==> src/rtl/inst_fetch_pkg.sv <==
// Shared RV32I front-end definitions: opcodes, reset/NOP constants and fetch FSM states.
package inst_fetch_pkg;

  localparam logic [31:0] RESET_PC = 32'h0040_0000;
  localparam logic [31:0] NOP_INST = 32'h0000_0013;

  localparam logic [6:0] OP_LUI    = 7'b0110111;
  localparam logic [6:0] OP_AUIPC  = 7'b0010111;
  localparam logic [6:0] OP_JAL    = 7'b1101111;
  localparam logic [6:0] OP_JALR   = 7'b1100111;
  localparam logic [6:0] OP_BRANCH = 7'b1100011;
  localparam logic [6:0] OP_LOAD   = 7'b0000011;
  localparam logic [6:0] OP_STORE  = 7'b0100011;
  localparam logic [6:0] OP_OPIMM  = 7'b0010011;
  localparam logic [6:0] OP_OP     = 7'b0110011;

  typedef enum logic [2:0] {
    ST_IDLE  = 3'd0,
    ST_REQ   = 3'd1,
    ST_WAIT  = 3'd2,
    ST_HOLD  = 3'd3,
    ST_DRAIN = 3'd4,
    ST_HALT  = 3'd5
  } state_t;

  function automatic logic [31:0] pc_plus4(input logic [31:0] a);
    return a + 32'd4;
  endfunction

endpackage

==> src/rtl/imm_j_gen.sv <==
// J-type immediate extraction (sign-extended, byte offset); shared with the decoder.
module imm_j_gen (
  input  logic [31:0] inst,
  output logic [31:0] imm
);

  assign imm = {{11{inst[31]}}, inst[31], inst[19:12], inst[20], inst[30:21], 1'b0};

endmodule

==> src/rtl/inst_fetch.sv <==
// Instruction fetch unit: owns the PC, one outstanding imem read, stall/redirect handling.
// Optional IFETCH_JAL_PREDECODE_EN: follow jal targets in fetch instead of waiting for execute.
module inst_fetch
  import inst_fetch_pkg::*;
#(
  parameter logic [31:0] RESET_PC = inst_fetch_pkg::RESET_PC,
  parameter logic [31:0] NOP_INST = inst_fetch_pkg::NOP_INST
) (
  input  logic        clk,
  input  logic        rst,
  output logic        imem_req,
  output logic [31:0] imem_addr,
  input  logic [31:0] imem_rdata,
  input  logic        imem_rvalid,
  input  logic        stall,
  input  logic        redirect_en,
  input  logic [31:0] redirect_pc,
  output logic [31:0] inst,
  output logic [31:0] pc,
  output logic [31:0] pc_4,
  output logic        inst_valid,
  output logic        fault
);

  state_t      state, state_nx;
  logic [31:0] pc_q, pc_nx;
  logic [31:0] inst_q, inst_nx;
  logic [31:0] pc_o, pc_o_nx;
  logic [31:0] pc4_o, pc4_o_nx;
  logic        valid_q, valid_nx;
  logic        fault_q, fault_nx;
  logic [31:0] seq_pc;

`ifdef IFETCH_JAL_PREDECODE_EN
  logic [31:0] imm_j;

  imm_j_gen u_imm_j (
    .inst (imem_rdata),
    .imm  (imm_j)
  );

  assign seq_pc = (imem_rdata[6:0] == OP_JAL) ? pc_q + imm_j : pc_plus4(pc_q);
`else
  assign seq_pc = pc_plus4(pc_q);
`endif

  always_ff @(posedge clk or negedge rst) begin
    if (!rst) begin
      state   <= ST_IDLE;
      pc_q    <= RESET_PC;
      inst_q  <= NOP_INST;
      pc_o    <= RESET_PC;
      pc4_o   <= RESET_PC + 32'd4;
      valid_q <= 1'b0;
      fault_q <= 1'b0;
    end else begin
      state   <= state_nx;
      pc_q    <= pc_nx;
      inst_q  <= inst_nx;
      pc_o    <= pc_o_nx;
      pc4_o   <= pc4_o_nx;
      valid_q <= valid_nx;
      fault_q <= fault_nx;
    end
  end

  always_comb begin
    state_nx = state;
    pc_nx    = pc_q;
    inst_nx  = inst_q;
    pc_o_nx  = pc_o;
    pc4_o_nx = pc4_o;
    valid_nx = 1'b0;
    fault_nx = fault_q;

    case (state)
      ST_IDLE: state_nx = ST_REQ;
      ST_REQ:  state_nx = ST_WAIT;
      ST_WAIT: begin
        if (imem_rvalid) begin
          inst_nx  = imem_rdata;
          pc_o_nx  = pc_q;
          pc4_o_nx = pc_plus4(pc_q);
          valid_nx = 1'b1;
          pc_nx    = seq_pc;
          state_nx = stall ? ST_HOLD : ST_REQ;
        end
      end
      ST_HOLD: begin
        valid_nx = stall;
        if (!stall) state_nx = ST_REQ;
      end
      ST_DRAIN: if (imem_rvalid) state_nx = ST_REQ;
      ST_HALT:  state_nx = ST_HALT;
      default:  state_nx = ST_IDLE;
    endcase

    // Redirect overrides everything above; a response captured this cycle is discarded.
    if (redirect_en && state != ST_HALT) begin
      valid_nx = 1'b0;
      inst_nx  = NOP_INST;
      pc_o_nx  = pc_o;
      pc4_o_nx = pc4_o;
      pc_nx    = pc_q;
      if (redirect_pc[1:0] != 2'b00) begin
        fault_nx = 1'b1;
        state_nx = ST_HALT;
      end else begin
        pc_nx = redirect_pc;
        case (state)
          ST_REQ:   state_nx = ST_DRAIN;
          ST_WAIT:  state_nx = imem_rvalid ? ST_REQ : ST_DRAIN;
          ST_DRAIN: state_nx = imem_rvalid ? ST_REQ : ST_DRAIN;
          default:  state_nx = ST_REQ;
        endcase
      end
    end
  end

  assign imem_req   = (state == ST_REQ);
  assign imem_addr  = pc_q;
  assign inst       = valid_q ? inst_q : NOP_INST;
  assign pc         = pc_o;
  assign pc_4       = pc4_o;
  assign inst_valid = valid_q;
  assign fault      = fault_q;

endmodule

==> config.mk <==
export PLATFORM = sky130hd
export DESIGN_NAME = inst_fetch
export DESIGN_NICKNAME = d
export VERILOG_FILES = /design/src/rtl/inst_fetch_pkg.sv /design/src/rtl/imm_j_gen.sv /design/src/rtl/inst_fetch.sv
export SDC_FILE = /design/constraint.sdc
export NUM_CORES = 1
export LEC_CHECK = 0
export BUFFER_PORTS_ARGS = -buffer_cell sky130_fd_sc_hd__clkbuf_2
export CAP_MARGIN = 40
export CORE_MARGIN = 10
export CORE_UTILIZATION = 51
export CTS_CLUSTER_SIZE = 24
export DETAILED_ROUTE_END_ITERATION = 8
export PLACE_DENSITY_LB_ADDON = 0.15
export SLEW_MARGIN = 20
export SYNTH_ARGS = -nofsm -noshare
export SYNTH_HDL_FRONTEND = slang
export SYNTH_SLANG_ARGS = --single-unit
==> constraint.sdc <==
create_clock -name clk -period 2.21 [get_ports clk]
set_input_delay 0 -clock clk [delete_from_list [all_inputs] [get_ports clk]]
set_output_delay 0 -clock clk [all_outputs]
set_load 0.05 [all_outputs]
==> metrics.csv, run 1 <==
stage;metric;value;unit
drt;Wirelength per Cell;18.9;microns
cells_and_area;core utilization of the finished layout;72.7;%
logic_synthesis;flip-flop cell with the highest count after synthesis;sky130_fd_sc_hd__dfrtp_1;
worst_setup_path;highest fanout seen on the critical path;10;
cells_and_area;number of nets in the finished design;970;
drt;DRC violations left;0;
logic_synthesis;Synth Register Bits;131;
hold_path;worst min-delay path class;input port to flip-flop;
die;placeable core region;0.0120;sq mm
logic_synthesis;Post-Syn Nets;719;
global_routing;antenna violations before repair;1;
logic_synthesis;count of mapped cells out of synthesis;649;
global_routing;via count of the first global-routing pass;6058;
global_routing;met1 Resource Use GR;28.9;%
timing;post-route minimum period;2040;ps
logic_synthesis;cell area after synthesis;0.00624;sq mm
timing;maximum frequency from static timing analysis;489;MHz
timing;slew at the pin closest to its max-slew limit;722;ps
timing;Max transition margin;51.3;%
drt;number of vias per cell;5.60;
clock_tree;clock latency on the worst-skew pair;420;ps
logic_synthesis;number of distinct library cell variants in the gate-level netlist after synthesis;55;
clock_tree;CTS Hold Bufs;68;
worst_setup_path;Worst Setup Path Type;flip-flop to flip-flop;
power;Power Density;890;mW/mm^2
drt;Pre-antenna DRT Iters;7;
global_routing;met2 Usage GRT;37.8;%
die;starting density of the core;51.9;%
global_routing;GRT Total Usage;23.8;%
logic_synthesis;top cell type by total area after synthesis;sky130_fd_sc_hd__dfrtp_1;
clock_tree;clock tree from TritonCTS;built;
global_routing;global route hottest layer;met2;
clock_tree;buffer levels on the longest clock path;2;
die;Chip Height;131;microns
logic_synthesis;dominant cells by area after synthesis;sky130_fd_sc_hd__dfrtp_1, sky130_fd_sc_hd__nand2_1, sky130_fd_sc_hd__a22o_1;
logic_synthesis;most numerous cell in the Yosys netlist;sky130_fd_sc_hd__nand2_1;
die;die width;131;microns
die;top-level I/O count;200;
die;overall die area;0.0171;sq mm
global_routing;maximum number of pins on one net before global-route repair;77;
power;worst-case vdd ir drop;0.788;mV
worst_setup_path;CP Data Required Time;2540;ps
logic_synthesis;Yosys warning total;0;
clock_tree;library cell used as clock root buffer;sky130_fd_sc_hd__clkbuf_16;
worst_setup_path;Arrival @ worst endpoint;2380;ps
global_routing;final global-route overflow total;0;
clock_tree;number of buffers inserted to repair setup after CTS;0;
drt;routed via count;5953;
timing;period utilisation layout;92.5;%
status;status;finished clean;
logic_synthesis;commonest cells in the synthesized netlist;sky130_fd_sc_hd__nand2_1, sky130_fd_sc_hd__dfrtp_1, sky130_fd_sc_hd__o21ai_0;
global_routing;first-pass GRT wire length;31800;microns
timing;number of max-slew violations in the final report;0;
timing;total count of hold-check failures in the final report;0;
drt;total length of routed wires;20100;microns
run;max capacitance violation total;0;
timing;endpoints failing setup;0;
clock_tree;clock sink total;131;
timing;accumulated negative setup slack;0;ps
power;LEAKAGE;4.38;nW
logic_synthesis;per-instance average area after synthesis;9.61;sq um
drt;violation count after the first detailed-route iteration;507;
clock_tree;deepest level of the CTS H-tree;4;
logic_synthesis;share of synthesized area occupied by flip-flops and latches;52.7;%
timing;Setup Skew;5.70;ps
logic_synthesis;number of flops mapped to enable cells by yosys;0;
cells_and_area;share of final-layout standard cells stronger than drive strength 1;30.2;%
die;site row count;40;
placed_design;placed wire-length estimate after detailed placement;13300;microns
timing;setup repair after global routing missed its margin;no;
clock_tree;post-cts sizing count;0;
logic_synthesis;async set-or-reset flop fraction in the synthesized netlist;100;%
worst_setup_path;startpoint types;flip-flop;
clock_tree;Worst-path clk slew;60;ps
clock_tree;number of buffers created by CTS;17;
global_routing;met3 usage in global routing;7.33;%
cells_and_area;Layout Area Growth over Synthesis;39.9;%
worst_setup_path;element type at the critical path end;flip-flop;
logic_synthesis;proportion of netlist area held by the largest area contributor;49.7;%
placed_design;number of buffers inserted by port buffering;199;
drt;Detail Route Antenna Nets;0;
placed_design;placer congestion estimate;0.854;
where the power goes:
group / internal, mW / leakage, nW / switching [mW]
logic: 0.587 / 2.36 / 1.22
registers: 2.61 / 1.71 / 0.320
clock network: 2.00 / 0.309 / 1.02
state kept, by name (all words and copies together), names as in the netlist:
name / cells
imem_addr: 32
pc_4: 30
state: 3
inst_valid: 1
pc: 32
inst_q: 32
fault: 1
cells by family after synthesis:
kind of cell | count (synthesis) | synth area share [%]
buffers and inverters | 57 | 4.23
AO/OA/AOI/OAI | 149 | 16.8
flip-flops | 131 | 52.7
AND/OR/NAND/NOR | 282 | 21.9
multiplexers | 2 | 0.361
XOR/XNOR | 27 | 3.79
adder cells (fa/ha/maj) | 1 | 0.200
cells in the final DEF (no fill, tap or decap), drive strengths merged, types with 7 or more instances in the layout:
master       count
xor2            17
nand2b           7
and4             8
o21ai           43
nor2            24
a21oi           20
nor3            11
dlygate4sd3     68
o22a             7
dfrtp          124
nand2          152
a22o            30
dfstp            7
and2            35
nand4            9
nand3           18
buf             21
o22ai           10
and3             7
clkbuf         221
a2bb2oi          9
xnor2           10
worst max-delay path, stage by stage (launching register included):
cell,delay (ps)
sky130_fd_sc_hd__dfrtp_1,530
sky130_fd_sc_hd__and4_1,330
sky130_fd_sc_hd__and4_1,430
sky130_fd_sc_hd__nand4_1,250
sky130_fd_sc_hd__nor3b_1,210
sky130_fd_sc_hd__nor3_1,200
per-layer routing:
layer	vias up	part of all wire, %	wire length, microns
met5	-	0	0
met4	0	3.5	702
met3	54	7.7	1550
met2	245	48	9570
met1	2892	41	8240
li1	2762	-	-
per-stage QoR:
step                instance area [sq um]  total power, mW  hold slack, ps  setup slack, ps  instances
global route                         8720             8.09            49.9             60.9       1061
global placement                     7390             4.63            83.9              304        959
floorplan                            6240             4.13            -296             86.5        649
CTS                                  8710             7.79            10.5              235       1059
finish                               8730             7.77            19.9              165       1063
detailed placement                   7390             4.67            84.1              234        959
final cells by class:
type	instances	area [sq um]
diodes	3	7.51
clock buffers	23	488
clock inverters	9	150
fillers	894	3280
inverters	2	7.51
multi-input cells	461	2710
flip-flops and latches	131	3290
well taps	147	184
repair buffers	287	1890
worst paths after layout:
path / slack [ps] / startpoint / cells after the start / to
max in group asynchronous: 1310 / rst / 3 / pc_4[28]
min: 20 / imem_rvalid / 4 / state[0]
max reg2reg: 170 / imem_addr[10] / 5 / imem_addr[28]
min reg2reg: 460 / pc[22] / 2 / pc[22]
min in group asynchronous: 170 / rst / 2 / pc[2]
max: 170 / imem_addr[10] / 5 / imem_addr[28]
(Power assumes the default switching activity.)
==> run 2, diff against run 1 <==
Settings changed: PLACE_DENSITY_LB_ADDON 0.15 to 0.2.
==> metrics.csv, run 2 (same netlist as run 1, synthesis figures left out) <==
stage;metric;value;unit;change
hold_path;hold depth;4;;unchanged
global_routing;first-pass GRT wire length;31800;microns;about the same
die;starting density of the core;51.9;%;unchanged
placed_design;placed wire-length estimate after detailed placement;13700;microns;was 13300 microns
worst_setup_path;Worst Setup Path Type;flip-flop to flip-flop;;unchanged
timing;maximum frequency from static timing analysis;491;MHz;was 489 MHz
drt;Wirelength per Cell;18.7;microns;was 18.9 microns
power;Gate power share;26.0;%;was 23.3%
global_routing;met3 usage in global routing;6.53;%;was 7.33%
global_routing;final global-route overflow total;0;;unchanged
timing;setup repair after global routing missed its margin;no;;unchanged
timing;slew at the pin closest to its max-slew limit;810;ps;was 722 ps
clock_tree;clock tree from TritonCTS;built;;unchanged
hold_path;hold-critical path endpoint;state[0];;unchanged
worst_setup_path;Arrival @ worst endpoint;2340;ps;was 2380 ps
global_routing;maximum number of pins on one net before global-route repair;60;;was 77
worst_setup_path;element type at the critical path end;flip-flop;;unchanged
clock_tree;library cell used as clock root buffer;sky130_fd_sc_hd__clkbuf_16;;unchanged
clock_tree;deepest level of the CTS H-tree;4;;unchanged
cells_and_area;number of nets in the finished design;972;;was 970
drt;routed via count;5875;;was 5953
cells_and_area;final antenna diode count;0;;was 3
worst_setup_path;FF-to-FF path depth;6;;was 5
cells_and_area;share of final-layout standard cells stronger than drive strength 1;30.1;%;was 30.2%
hold_path;startpoint of the tightest hold check path;imem_rvalid;;unchanged
timing;accumulated negative setup slack;0;ps;unchanged
worst_setup_path;reg2reg setup slack;170;ps;about the same
die;placeable core region;0.0120;sq mm;unchanged
global_routing;GRT Total Usage;23.6;%;was 23.8%
global_routing;antenna violations before repair;0;;was 1
cells_and_area;final std cells w/o fill;1062;;was 1063
die;top-level I/O count;200;;unchanged
worst_setup_path;Crit Reg-Reg Endpoint;imem_addr[18];;was imem_addr[28]
placed_design;placer congestion estimate;0.893;;was 0.854
global_routing;global route hottest layer;met2;;unchanged
die;die width;131;microns;unchanged
worst_setup_path;startpoint types;flip-flop;;unchanged
power;part of the total power dissipated in the clock network;33.9;%;was 38.9%
drt;total length of routed wires;19800;microns;was 20100 microns
cells_and_area;Layout Area Growth over Synthesis;37.4;%;was 39.9%
die;Chip Height;131;microns;unchanged
power;Power Density;844;mW/mm^2;was 890 mW/mm^2
timing;period utilisation layout;92.2;%;was 92.5%
cells_and_area;most frequent cells in the layout;sky130_fd_sc_hd__clkbuf_2, sky130_fd_sc_hd__nand2_1, sky130_fd_sc_hd__dfrtp_1, sky130_fd_sc_hd__dlygate4sd3_1, sky130_fd_sc_hd__o21ai_0;;unchanged
worst_setup_path;launch point of the critical path;imem_addr[2];;was imem_addr[10]
die;site row count;40;;unchanged
timing;endpoints failing setup;0;;unchanged
cells_and_area;most common cell after layout, fill and taps aside;sky130_fd_sc_hd__clkbuf_2;;unchanged
global_routing;via count of the first global-routing pass;6078;;was 6058
clock_tree;number of buffers created by CTS;17;;unchanged
global_routing;met2 Usage GRT;36.8;%;was 37.8%
worst_setup_path;Crit Reg-Reg Startpoint;imem_addr[2];;was imem_addr[10]
die;overall die area;0.0171;sq mm;unchanged
clock_tree;clock sink total;131;;unchanged
timing;total count of hold-check failures in the final report;0;;unchanged
drt;Detail Route Antenna Nets;0;;unchanged
power;Int Power;4.70;mW;was 5.20 mW
drt;Pre-antenna DRT Iters;6;;was 7
run;max capacitance violation total;0;;unchanged
drt;number of vias per cell;5.53;;was 5.60
clock_tree;buffer levels on the longest clock path;2;;unchanged
worst_setup_path;highest fanout seen on the critical path;8;;was 10
worst_setup_path;CP Data Required Time;2510;ps;was 2540 ps
hold_path;worst min-delay path class;input port to flip-flop;;unchanged
clock_tree;Worst-path clk slew;50;ps;was 60 ps
timing;number of max-slew violations in the final report;0;;unchanged
power;LEAKAGE;4.32;nW;was 4.38 nW
power;part of the power in registers;40.1;%;was 37.8%
global_routing;met1 Resource Use GR;29.8;%;was 28.9%
power;worst-case vdd ir drop;0.562;mV;was 0.788 mV
clock_tree;clock latency on the worst-skew pair;420;ps;about the same
drt;violation count after the first detailed-route iteration;486;;was 507
placed_design;cell count after placement;962;;was 959
drt;DRC violations left;0;;unchanged
timing;tightest hold margin;34.9;ps;was 19.9 ps
status;status;finished clean;;unchanged
placed_design;number of buffers inserted by port buffering;199;;unchanged
power;Switching Share;35.0;%;was 33.0%
timing;Setup Skew;8.30;ps;was 5.70 ps
power;Net Switching;2.54;mW;was 2.57 mW
timing;post-route minimum period;2040;ps;about the same
timing;Max transition margin;46.0;%;was 51.3%
## run 2: changes by cell type in the layout (fill, tap and decap cells not counted), sizes merged
cell / delta
bufinv: -4
clkinv: +4
diode: -3
buf: +2
clkbuf: +2
clkinvlp: -2
## run 2: power groups by stage
stage | Clock, mW | Combinational [mW] | Sequential (mW)
after detailed placement | 0 | 1.78 | 2.93
final | 2.45 | 1.88 | 2.90
after CTS | 2.50 | 1.88 | 2.89
after global routing | 2.60 | 2.01 | 2.94
after global placement | 0 | 1.76 | 2.91
after floorplan | 0 | 0.683 | 3.45
## run 2: area by class of cell
cell class,instances,area (sq um)
Multi-Input combinational cell,461,2720
Sequential cell,131,3290
Clock buffer,25,475
Clock inverter,7,35.0
Fill cell,907,3440
Tap cell,147,184
Inverter,2,7.51
Timing Repair Buffer,289,1860
## run 2: per-layer routing
layer  up-vias  part of all wire [%]
met4         0                   3.3
met2       262                    47
met3        48                   8.0
li1       2766                     -
met1      2799                    41
met5         -                     0
## run 2: worst max path at each step
stage | end | slack, ps | depth (start not counted)
floorplan | imem_addr[23] | 90 | 6
global placement | imem_addr[18] | 210 | 6
detailed placement | imem_addr[18] | 70 | 6
CTS | imem_addr[18] | 50 | 6
global route | imem_addr[18] | 50 | 6
finish | imem_addr[18] | 170 | 6
## run 2: through the flow
| stage | worst slack, ps | util (%) | power [mW] | cell area [sq um] |
|---|---|---|---|---|
| 6_report | 172 | 71.4 | 7.24 | 8570 |
| 5_1_grt | 47.8 | 71.4 | 7.55 | 8570 |
| 4_1_cts | 51.5 | 71.3 | 7.27 | 8560 |
| 3_5_place_dp | 70.2 | 61.4 | 4.71 | 7370 |
| 3_3_place_gp | 214 | 61.4 | 4.66 | 7370 |
| 2_1_floorplan | 86.5 | - | 4.13 | 6240 |
## run 2: timing repair
item	CTS	global route
hold endpoints to repair	120	0
resized for setup	0	2
endpoints found under the setup margin	0	7
hold buffers	68	0
buffers inserted	0	0
## run 2: worst max-delay path, cell delays in order (launching register included)
cell                      delay (ps)
sky130_fd_sc_hd__dfrtp_1         480
sky130_fd_sc_hd__ha_1            330
sky130_fd_sc_hd__nand4_1         250
sky130_fd_sc_hd__nor2_4          250
sky130_fd_sc_hd__nand4_1         200
sky130_fd_sc_hd__o22a_1          210
sky130_fd_sc_hd__o22a_1          200
==> run 3, diff against run 2 <==
Settings changed: ABC_AREA from default to 1.
==> metrics.csv, run 3 <==
stage;metric;value;unit;change
worst_setup_path;Crit Reg-Reg Startpoint;imem_addr[3];;was imem_addr[2]
global_routing;antenna violations before repair;0;;unchanged
cells_and_area;most common cell after layout, fill and taps aside;sky130_fd_sc_hd__nand2_1;;was sky130_fd_sc_hd__clkbuf_2
global_routing;via count of the first global-routing pass;6492;;was 6078
logic_synthesis;per-instance average area after synthesis;7.73;sq um;was 9.61 sq um
clock_tree;clock sink total;131;;unchanged
global_routing;GRT Total Usage;23.8;%;was 23.6%
global_routing;maximum number of pins on one net before global-route repair;78;;was 60
cells_and_area;share of final-layout standard cells stronger than drive strength 1;23.3;%;was 30.1%
logic_synthesis;dominant cells by area after synthesis;sky130_fd_sc_hd__dfrtp_1, sky130_fd_sc_hd__nand2_1, sky130_fd_sc_hd__nor2_1;;was sky130_fd_sc_hd__dfrtp_1, sky130_fd_sc_hd__nand2_1, sky130_fd_sc_hd__a22o_1
drt;DRC violations left;0;;unchanged
logic_synthesis;cell area after synthesis;0.00634;sq mm;was 0.00624 sq mm
drt;uppermost metal layer occupied by signal nets;met4;;unchanged
die;site row count;40;;unchanged
cells_and_area;Layout Area Growth over Synthesis;36.9;%;was 37.4%
cells_and_area;most frequent cells in the layout;sky130_fd_sc_hd__nand2_1, sky130_fd_sc_hd__clkbuf_2, sky130_fd_sc_hd__dfrtp_1, sky130_fd_sc_hd__nor2_1, sky130_fd_sc_hd__inv_1;;was sky130_fd_sc_hd__clkbuf_2, sky130_fd_sc_hd__nand2_1, sky130_fd_sc_hd__dfrtp_1, sky130_fd_sc_hd__dlygate4sd3_1, sky130_fd_sc_hd__o21ai_0
power;Power Density;1380;mW/mm^2;was 844 mW/mm^2
drt;total length of routed met3 wires;1810;microns;was 1580 microns
placed_design;placer congestion estimate;0.907;;was 0.893
logic_synthesis;top cell type by total area after synthesis;sky130_fd_sc_hd__dfrtp_1;;unchanged
worst_setup_path;buffer and inverter count on the worst path;4;;was 0
worst_setup_path;reg2reg setup slack;300;ps;was 170 ps
cells_and_area;number of filler cells placed in the layout;1006;;was 907
cells_and_area;core utilization of the finished layout;71.7;%;was 71.4%
worst_setup_path;Crit Reg-Reg Endpoint;imem_addr[26];;was imem_addr[18]
logic_synthesis;Post-Syn Nets;890;;was 719
timing;setup repair after global routing missed its margin;no;;unchanged
run;max capacitance violation total;0;;unchanged
logic_synthesis;commonest cells in the synthesized netlist;sky130_fd_sc_hd__nand2_1, sky130_fd_sc_hd__dfrtp_1, sky130_fd_sc_hd__nor2_1;;was sky130_fd_sc_hd__nand2_1, sky130_fd_sc_hd__dfrtp_1, sky130_fd_sc_hd__o21ai_0
status;status;finished clean;;unchanged
hold_path;startpoint of the tightest hold check path;redirect_en;;was imem_rvalid
hold_path;worst min-delay path class;input port to flip-flop;;unchanged
die;Chip Height;131;microns;about the same
cells_and_area;number of nets in the finished design;1148;;was 972
logic_synthesis;count of mapped cells out of synthesis;820;;was 649
worst_setup_path;Worst Setup Path Type;input port to flip-flop;;was flip-flop to flip-flop
drt;number of vias per cell;5.05;;was 5.53
worst_setup_path;FF-to-FF path depth;10;;was 6
worst_setup_path;highest fanout seen on the critical path;22;;was 8
die;overall die area;0.0173;sq mm;was 0.0171 sq mm
logic_synthesis;most numerous cell in the Yosys netlist;sky130_fd_sc_hd__nand2_1;;unchanged
worst_setup_path;cells along the critical path;dlygate4sd3_1 > clkbuf_2 > or2_2 > dlygate4sd3_1 > nand2_2 > nand2_4 > clkinv_2 > o21ai_0 > o21ai_0;;was ha_1 > nand4_1 > nor2_4 > nand4_1 > o22a_1 > o22a_1
timing;endpoints failing setup;0;;unchanged
die;top-level I/O count;200;;unchanged
logic_synthesis;share of synthesized area occupied by flip-flops and latches;51.8;%;was 52.7%
die;die width;131;microns;about the same
logic_synthesis;number of flops mapped to enable cells by yosys;0;;unchanged
timing;slew at the pin closest to its max-slew limit;652;ps;was 810 ps
placed_design;placed wire-length estimate after detailed placement;14200;microns;was 13700 microns
worst_setup_path;Worst path slowest cell;sky130_fd_sc_hd__dlygate4sd3_1;;was sky130_fd_sc_hd__dfrtp_1
worst_setup_path;element type at the critical path end;flip-flop;;unchanged
timing;maximum frequency from static timing analysis;506;MHz;was 491 MHz
logic_synthesis;Yosys warning total;0;;unchanged
drt;violation count after the first detailed-route iteration;446;;was 486
cells_and_area;final antenna diode count;0;;unchanged
die;starting density of the core;52.3;%;was 51.9%
logic_synthesis;proportion of netlist area held by the largest area contributor;48.9;%;was 49.7%
logic_synthesis;number of distinct library cell variants in the gate-level netlist after synthesis;30;;was 55
logic_synthesis;async set-or-reset flop fraction in the synthesized netlist;100;%;unchanged
global_routing;first-pass GRT wire length;33800;microns;was 31800 microns
drt;Wirelength per Cell;16.2;microns;was 18.7 microns
worst_setup_path;CP Data Required Time;2550;ps;was 2510 ps
logic_synthesis;flip-flop cell with the highest count after synthesis;sky130_fd_sc_hd__dfrtp_1;;unchanged
drt;routed via count;6358;;was 5875
power;worst-case vdd ir drop;1.08;mV;was 0.562 mV
worst_setup_path;highest cell delay on the worst timing path;600;ps;was 480 ps
global_routing;final global-route overflow total;0;;unchanged
clock_tree;number of buffers created by CTS;17;;unchanged
logic_synthesis;Synth Register Bits;131;;unchanged
clock_tree;clock latency on the worst-skew pair;420;ps;about the same
worst_setup_path;critical path's top delay family;buffers and inverters;;was simple AND/OR/NAND/NOR gates
timing;post-route minimum period;1980;ps;was 2040 ps
clock_tree;clock tree from TritonCTS;built;;unchanged
die;placeable core region;0.0121;sq mm;was 0.0120 sq mm
hold_path;hold depth;5;;was 4
drt;Pre-antenna DRT Iters;5;;was 6
clock_tree;deepest level of the CTS H-tree;4;;unchanged
drt;routed metal-1 wirelength;8770;microns;was 8210 microns
drt;total length of routed wires;20400;microns;was 19800 microns
timing;accumulated negative setup slack;0;ps;unchanged
timing;Max transition margin;56.5;%;was 46.0%
worst_setup_path;Arrival @ worst endpoint;2320;ps;was 2340 ps
clock_tree;buffer levels on the longest clock path;2;;unchanged
power;LEAKAGE;4.87;nW;was 4.32 nW
drt;Detail Route Antenna Nets;0;;unchanged
worst_setup_path;startpoint types;input port;;was flip-flop
drt;routed wire length on met2;9450;microns;was 9370 microns
timing;total count of hold-check failures in the final report;0;;unchanged
hold_path;hold-critical path endpoint;state[0];;unchanged
placed_design;number of buffers inserted by port buffering;199;;unchanged
clock_tree;library cell used as clock root buffer;sky130_fd_sc_hd__clkbuf_16;;unchanged
timing;period utilisation layout;89.4;%;was 92.2%
clock_tree;number of buffers inserted to repair setup after CTS;0;;unchanged
timing;Setup Skew;7.78;ps;was 8.30 ps
timing;number of max-slew violations in the final report;0;;unchanged
clock_tree;Worst-path clk slew;50;ps;about the same
## run 3: cell count changes after synthesis, sizes merged, moves of 9 or more
cell     change
and2        -35
xnor2        -9
nor2        +86
nor3        -10
a2bb2oi      -9
o22ai       -10
nand2      +150
clkbuf      -18
nand3       +20
xor2         -9
inv         +80
## run 3: final cells by class
cell class / count / area (sq um) / share of cell area (%)
clock buffers: 27 / 503 / 5.79
inverters: 82 / 309 / 3.56
clock inverters: 5 / 27.5 / 0.317
well taps: 168 / 210 / 2.42
repair buffers: 277 / 1810 / 20.8
multi-input cells: 569 / 2540 / 29.2
flip-flops and latches: 131 / 3290 / 37.9
## run 3: how the worst max path moves through the flow
stage,from,to,cells past startpoint
4_1_cts,redirect_pc[1],imem_addr[6],9
3_5_place_dp,imem_addr[3],imem_addr[30],10
3_3_place_gp,imem_addr[3],imem_addr[18],8
2_1_floorplan,imem_addr[3],imem_addr[26],10
6_report,redirect_pc[1],imem_addr[6],9
5_1_grt,redirect_pc[1],imem_addr[7],9
## run 3: per-layer routing
metal  vias up  GRT usage (%)
li1       3093              -
met1      2950           30.8
met2       283           37.3
met3        32           7.36
met4         0           7.48
met5         -              0
## run 3: power by group
part	internal, mW	leakage (nW)	switching, mW	total (mW)
logic	1.33	2.90	4.28	5.61
clock network	1.54	0.261	0.976	2.52
registers	3.14	1.71	0.706	3.84
## run 3: logic make-up after synthesis
group | count (synthesis) | share of synthesized area [%]
buffers and inverters | 120 | 8.11
DFF | 131 | 51.8
adders and majority gates | 1 | 0.197
xor gates and xnor gates | 9 | 1.24
AOI/OAI and AO/OA | 105 | 10.4
and+or+nand+nor | 454 | 28.2
## run 3: per-stage QoR
stage	cell area (sq um)	setup WS, ps	cells	hold WS [ps]	power, mW
floorplan	6340	299	820	-296	7.82
global placement	7480	393	1160	48.9	9.32
detailed placement	7480	329	1160	58.2	9.37
CTS	8680	204	1259	3.60	12.0
global route	8680	26.2	1259	52.0	12.7
finish	8680	235	1259	32.5	12.0
## run 3: timing repair
| item | 4_1_cts | 5_1_grt |
|---|---|---|
| resized for setup | 0 | 1 |
| hold buffers | 67 | 0 |
| endpoints found under the setup margin | 0 | 1 |
| endpoints found under the hold margin | 134 | 0 |
## run 3: worst register-to-register path: cells and delay by family, from the launching register on
family | cells | cell delay, ps
flip-flops | 1 | 440
AND/OR/NAND/NOR | 9 | 1100
adder cells (fa/ha/maj) | 1 | 250
